<file path="config.mk">
export PLATFORM = sky130hd
export DESIGN_NAME = regfile_write_arbiter
export DESIGN_NICKNAME = d
export VERILOG_FILES = /design/src/rtl/regfile_write_arbiter.sv
export SDC_FILE = /design/constraint.sdc
export NUM_CORES = 1
export LEC_CHECK = 0
export CORE_MARGIN = 3
export CORE_UTILIZATION = 40
export CTS_CLUSTER_DIAMETER = 30
export DETAILED_ROUTE_END_ITERATION = 7
export MAX_ROUTING_LAYER = met4
export PLACE_DENSITY = 0.82
export SLEW_MARGIN = 20
export SYNTH_ARGS = -nofsm -noshare
export SYNTH_HDL_FRONTEND = slang
export SYNTH_SLANG_ARGS = --single-unit
</file>
<file path="constraint.sdc">
create_clock -name clk -period 2.9 [get_ports clk]
set_clock_uncertainty 0.2 [all_clocks]
set_input_delay 0.435 -clock clk [delete_from_list [all_inputs] [get_ports clk]]
set_output_delay 0.435 -clock clk [all_outputs]
set_load 0.01 [all_outputs]
</file>
<file path="src/rtl/regfile_write_arbiter.sv">
// Two-port write arbiter for the integer register file.
// Zero-fills x1..x31 after reset, then round-robins two writers.
module regfile_write_arbiter #(
  parameter int ADDR_W = 5,
  parameter int DATA_W = 32
) (
  input  logic              clk,
  input  logic              rst,
  input  logic              req0_valid,
  input  logic [ADDR_W-1:0] req0_addr,
  input  logic [DATA_W-1:0] req0_data,
  output logic              req0_ready,
  input  logic              req1_valid,
  input  logic [ADDR_W-1:0] req1_addr,
  input  logic [DATA_W-1:0] req1_data,
  output logic              req1_ready,
  output logic              rf_we,
  output logic [ADDR_W-1:0] rf_waddr,
  output logic [DATA_W-1:0] rf_wdata,
  output logic              init_done
);

  typedef enum logic {
    CLEAR,
    ARB
  } state_t;

  state_t            state;
  state_t            stateNext;
  logic [ADDR_W-1:0] clrCnt;
  logic [ADDR_W-1:0] clrCntNext;
  logic              prio;
  logic              prioNext;
  logic              weNext;
  logic [ADDR_W-1:0] waddrNext;
  logic [DATA_W-1:0] wdataNext;
  logic              initNext;

  logic              gnt0;
  logic              gnt1;
  logic              xfer;
  logic [ADDR_W-1:0] gntAddr;
  logic [DATA_W-1:0] gntData;

  // Grants look only at valids, prio and state.
  always_comb begin
    gnt0 = 1'b0;
    gnt1 = 1'b0;
    if (state == ARB && !rst) begin
      gnt0 = req0_valid & (~req1_valid | ~prio);
      gnt1 = req1_valid & (~req0_valid | prio);
    end
  end

  assign req0_ready = gnt0;
  assign req1_ready = gnt1;
  assign xfer       = gnt0 | gnt1;
  assign gntAddr    = gnt1 ? req1_addr : req0_addr;
  assign gntData    = gnt1 ? req1_data : req0_data;

  always_comb begin
    stateNext  = state;
    clrCntNext = clrCnt;
    prioNext   = prio;
    weNext     = 1'b0;
    waddrNext  = rf_waddr;
    wdataNext  = rf_wdata;
    initNext   = init_done;
    unique case (state)
      CLEAR: begin
        weNext     = 1'b1;
        waddrNext  = clrCnt;
        wdataNext  = '0;
        clrCntNext = clrCnt + 1'b1;
        if (&clrCnt) begin
          stateNext = ARB;
          initNext  = 1'b1;
        end
      end
      ARB: begin
        if (xfer) begin
          // x0 writes are accepted but never reach the file.
          weNext    = |gntAddr;
          waddrNext = gntAddr;
          wdataNext = gntData;
          prioNext  = ~gnt1;
        end
      end
      default: ;
    endcase
  end

  always_ff @(posedge clk or posedge rst) begin
    if (rst) begin
      state     <= CLEAR;
      clrCnt    <= ADDR_W'(1);
      prio      <= 1'b0;
      rf_we     <= 1'b0;
      rf_waddr  <= '0;
      rf_wdata  <= '0;
      init_done <= 1'b0;
    end else begin
      state     <= stateNext;
      clrCnt    <= clrCntNext;
      prio      <= prioNext;
      rf_we     <= weNext;
      rf_waddr  <= waddrNext;
      rf_wdata  <= wdataNext;
      init_done <= initNext;
    end
  end

endmodule

</file>
Word-level counts from Yosys, hierarchy flattened

Cells that the tools add are included.

Logic and storage cells: 37
Output and inout port bits: 41
Bits in latches: 0
Register bits after elaboration: 46
ROM bits: 0
Memories kept: 0
Memory bits (writable): 0
Bits of input ports: 78

Eq/ne operators: 1
Bitwise logic cells: 10
Div/mod/pow operators: 0
Shifts and indexed selects: 0
Reduce and logical (&&, ||, !) cells: 6
Multipliers: 0
Multiplexer cells: 12
Order comparisons: 0
Add/sub/neg operators: 1

Operators by type and width:

| cell                                                  | count |
|---|---|
| two-way mux 32 bit                                    | 2 |
| case mux 32 bit (2 select lines)                      | 1 |
| two-way mux 5 bit                                     | 2 |
| case mux 5 bit (2 select lines)                       | 1 |
| AND reduction 6 bit                                   | 1 |
| adder 5 x 1 -> 5 bit, second input constant           | 1 |
| two-way mux 1 bit                                     | 5 |
| inverter 1 bit                                        | 5 |
| AND reduction 5 bit                                   | 1 |
| OR reduction 5 bit                                    | 1 |
| OR 1 bit                                              | 3 |
| bitwise AND 1 bit                                     | 2 |
| inequality test 2 x 1 -> 1 bit, second input constant | 1 |
| case mux 1 bit (2 select lines)                       | 1 |
| AND reduction 2 bit                                   | 1 |
| logical AND 1 bit                                     | 1 |
| zero test 1 bit                                       | 1 |

Longest topological paths before layout

Word-level depth: 8
Gate-level depth with buffers: 6
Gate-level depth less buffers: 4

Least setup slack after synthesis

No wires, ideal clock.

Path type: input-to-reg
From: input rst
To: register rf_waddr[0]
Cell stages on the path: 4
Buffers on the path: 0
Library setup time: 0.133 ns
Setup slack: 0.385 ns
Required time: 2.567 ns
Data arrival time: 2.181 ns
Cells stage by stage: inv_1 > o21ai_0 > a31oi_1 > o21ai_0

Longest elaborated chain between the ends: 6
Elaborated cells on any way between the ends: 9
Classes of those cells: eq/ne: 1; mux: 5; bitwise: 1; reduce/logical: 2

Ends and longest elaborated chain:

| item                                 | line | source |
|---|---|---|
| from (decl)                          | 8    | `input logic rst,` |
| zero test 1 bit (no source line) (*) | -    |  |
| logical AND 1 bit (*)                | 49   | `if (state == ARB && !rst) begin` |
| two-way mux 1 bit                    | 49   |  |
| two-way mux 5 bit                    | 58   | `assign gntAddr = gnt1 ? req1_addr : req0_addr;` |
| two-way mux 5 bit                    | 81   | `if (xfer) begin` |
| case mux 5 bit (2 select lines)      | 69   | `unique case (state)` |
| to (signal assigned)                 | 107  | `rf_waddr <= waddrNext;` |
| to (decl)                            | 18   | `output logic [ADDR_W-1:0] rf_waddr,` |

Every way passes the cells marked *; elsewhere a longest branch is shown, timed or not. The select of a mux whose other input is x is not followed.
A chain may end at the register's enable or synchronous reset.

Worst setup path after layout

From: input req0_valid
To: output req0_ready

Longest elaborated chain between the ends: 2

Ends and longest elaborated chain:

| item              | line | source |
|---|---|---|
| from (decl)       | 9    | `input logic req0_valid,` |
| bitwise AND 1 bit | 50   | `gnt0 = req0_valid & (~req1_valid \| ~prio);` |
| two-way mux 1 bit | 49   |  |
| to (decl)         | 12   | `output logic req0_ready,` |

No other way between the ends.

==> impl_metrics.env <==
export IMPL_power_density_nw_per_um2=462.4
export IMPL_clk_path_buf_depth=2
export IMPL_yosysUniqueCellTypes=30
export IMPL_cts_resized_gates=0
export IMPL_root_buffer="clkbuf_8"
export IMPL_grt_met2_usage_pct=30.22
export IMPL_tritoncts="built"
export IMPL_htree_num_levels=2
export IMPL_p_total_mw=1.654
export IMPL_grt_max_degree=49
export IMPL_vdd_drop_max_mv=0.2338
export IMPL_cp_end_kind="output pin"
export IMPL_switching_share_pct=26.58
export IMPL_grt_overflow=0
export IMPL_layout_drive_gt1_share_pct=7.077
export IMPL_drtIter0Drc=88
export IMPL_yosysTopAreaCellShare_pct=50.48
export IMPL_drc=0
export IMPL_grt_use_met3_pct=6.614
export IMPL_worst_slew_pin_slew_ns=0.6764
export IMPL_drt_total_wl_mm=5.628
export IMPL_power_switching_mw=0.4394
export IMPL_final_antenna_net_count=0
export IMPL_avgSynthCellArea_um2=10.73
export IMPL_place_gp_congestion=0.7960
export IMPL_clock_sinks=46
export IMPL_clkTransAtPathRegs_ns=0.07
export IMPL_numCtsBuffers=5
export IMPL_yosys_warnings=0
export IMPL_coreArea_um2=5238
export IMPL_die_w_um=80.68
export IMPL_final_util_pct=68.28
export IMPL_dp_cells=387
export IMPL_use_met1_pct=21.29
export IMPL_cp_start_kind="input port"
export IMPL_status="completed"
export IMPL_die_h_um=80.68
export IMPL_multi_input_area_um2=988.4
export IMPL_hold_buffers=0
export IMPL_fill_cells=437
export IMPL_worst_path_buf_inv=3
export IMPL_io_buffers=118
export IMPL_fin_cells=395
export IMPL_wl_per_cell_um=14.25
export IMPL_placementRows=26
export IMPL_first_pass_iters=4
export IMPL_dieArea_um2=6509
export IMPL_io_pins=119
export IMPL_cp_data_arrival_time_ns=2.01
export IMPL_crit_family="buffers and inverters"
export IMPL_post_cts_setup_buffer_count=0
export IMPL_synth_cells=208
export IMPL_area_growth_pct=60.29
export IMPL_max_freq_ghz=0.3778
export IMPL_path_cells="clkdlybuf4s50_1, inv_1, o21ai_4, nor2_1, nor2_1, clkdlybuf4s50_1"
export IMPL_antenna_cells=0
export IMPL_seqPwrFrac_pct=46.0
export IMPL_ys_top_cells_by_area="dfrtp_1 (50%), mux2i_1 (17%), nand3_1 (8.3%)"
export IMPL_drv_cap=0
export IMPL_slew_viol_final=0
export IMPL_p_int_mw=1.214
export IMPL_dp_slack_ns=0.2600
export IMPL_grt_pass1_wl_mm=9.039
export IMPL_period_minus_slack_ns=2.647
export IMPL_hp_class="reg2reg"
export IMPL_antenna_found_initial=0
export IMPL_synth_ff_latch_count=46
export IMPL_setup_ws_ns=0.2534
export IMPL_slowest_delay_ns=0.57
export IMPL_fin_tns_setup_ns=0
export IMPL_syn_nets=288
export IMPL_combPwrFrac_pct=30.0
export IMPL_initial_utilization_pct=42.59
export IMPL_p_leak_nw=1.566
export IMPL_grt_pass1_vias=1929
export IMPL_pwr_share_clk_pct=24.0
export IMPL_synth_area_um2=2231
export IMPL_worstPathRequired_ns=2.27
export IMPL_finalSetupViolCount=0
export IMPL_synth_top_cell_by_area="dfrtp_1"
export IMPL_slew_headroom_pct=54.43
export IMPL_cp_max_fo=4
export IMPL_seq_area_frac_synth_pct=51.65
export IMPL_rsz0062_at_grt="false"
export IMPL_seqCellArea_um2=1152
export IMPL_busiest_layer="met2"
export IMPL_vias=1979
export IMPL_dp_hpwl_mm=4.320
export IMPL_clk_latency_ns=0.29
export IMPL_final_nets=404
export IMPL_cpMaxStageDelayCell="clkdlybuf4s50_1"
export IMPL_grt_use_total_pct=18.33
export IMPL_crit_type="in2out"
export IMPL_hold_violations=0
export IMPL_viasPerCell=5.010
export IMPL_period_share_pct=91.26
==> synth_stat cells <==
master	n
nand3_1	37
o221ai_1	4
o311ai_1	1
o21ai_0	25
inv_1	6
mux2_2	2
and2b_2	1
xnor2_1	3
buf_4	3
nor2_1	2
nor3_1	3
or4b_1	1
a21oi_1	1
ha_1	2
clkbuf_1	9
dfrtp_1	45
or4_1	1
or4b_2	1
nor2b_1	2
nand2_1	1
a31oi_1	2
or2_2	1
mux2i_1	37
buf_6	1
o21ai_1	9
buf_2	3
and3_1	1
dfstp_2	1
o21bai_1	1
o21ai_2	2
==> kinds of logic after synthesis <==
family / synth area share [%]
and+or+nand+nor: 12.23
adders and majority gates: 1.122
buffers and inverters: 4.711
muxes: 17.61
xor gates and xnor gates: 1.178
DFF: 51.65
AOI/OAI and AO/OA: 11.50
==> sequential cells by signal, summed over array words and instances (netlist names) <==
| name | flops |
|---|---|
| rf_wdata | 32 |
| clrCnt | 5 |
| rf_we | 1 |
| init_done | 1 |
| rf_waddr | 5 |
| state | 1 |
| prio | 1 |
==> worst min-delay path: stages (launching register included) <==
cell     delay [ns]
dfrtp_1        0.35
nand3_1        0.06
o21ai_0        0.06
==> layout by cell type (no fill, tap or decap) <==
cell type        Yosys  routed
buf_4                3       7
mux2_2               2       2
o21ai_0             25      25
clkdlybuf4s50_1      0     118
nand3_1             37      37
or4b_2               1       1
clkbuf_8             0       6
or4_1                1       1
nor3_1               3       3
o311ai_1             1       1
clkbuf_1             9       1
nor2_1               2       2
o21bai_1             1       1
or4b_1               1       1
and3_1               1       1
inv_2                0       1
o21ai_1              9       9
dfrtp_1             45      45
nand2_1              1       1
or2_2                1       1
dfstp_2              1       1
a31oi_1              2       2
mux2i_1             37      37
o221ai_1             4       4
and2b_2              1       1
ha_1                 2       2
nor2b_1              2       2
inv_1                6       5
a21oi_1              1       1
clkinv_2             0       1
xnor2_1              3       3
o21ai_4              0       2
==> layout make-up <==
cell class	count	share of cell area [%]
multi-input combinational	140	27.64
tap	70	2.449
sequential	46	32.23
inverter	6	0.6298
clock buffer	7	2.414
clock inverter	1	0.1400
timing repair buffer	125	34.50
==> power by group through the flow <==
stage / registers, mW / clock network [mW] / logic [mW]
floorplan: 0.808 / 0 / 0.165
global placement: 0.770 / 0 / 0.498
detailed placement: 0.774 / 0 / 0.505
CTS: 0.761 / 0.413 / 0.506
global route: 0.771 / 0.434 / 0.544
finish: 0.761 / 0.397 / 0.496
==> metrics by stage <==
| step | cell area (um2) | hold slack (ns) |
|---|---|---|
| 3_3_place_gp | 3485 | 0.2803 |
| 6_report | 3576 | 0.3035 |
| 5_1_grt | 3576 | 0.3219 |
| 3_5_place_dp | 3485 | 0.2903 |
| 2_1_floorplan | 2231 | 0.2773 |
| 4_1_cts | 3576 | 0.3083 |
==> metal layers <==
| metal | routed length (um) | vias to the layer above |
|---|---|---|
| li1 | - | 987 |
| met1 | 2210 | 912 |
| met2 | 2828 | 75 |
| met3 | 546 | 5 |
| met4 | 43 | 0 |
| met5 | 0 | - |
==> final timing paths <==
check | depth (start not counted) | start | to | slack, ns
worst min register to register | 2 | rf_wdata[27]$_DFFE_PP0P_ | rf_wdata[27]$_DFFE_PP0P_ | 0.30
worst max-delay path | 6 | req0_valid | req0_ready | 0.25
min in group asynchronous | 4 | rst | rf_wdata[14]$_DFFE_PP0P_ | 0.56
worst max register to register | 5 | state$_DFF_PP0_ | rf_we$_DFF_PP0_ | 1.08
max in group asynchronous | 4 | rst | rf_wdata[0]$_DFFE_PP0P_ | 1.55
worst min-delay path | 2 | rf_wdata[27]$_DFFE_PP0P_ | rf_wdata[27]$_DFFE_PP0P_ | 0.30
Power figures use the tool's default switching activity.
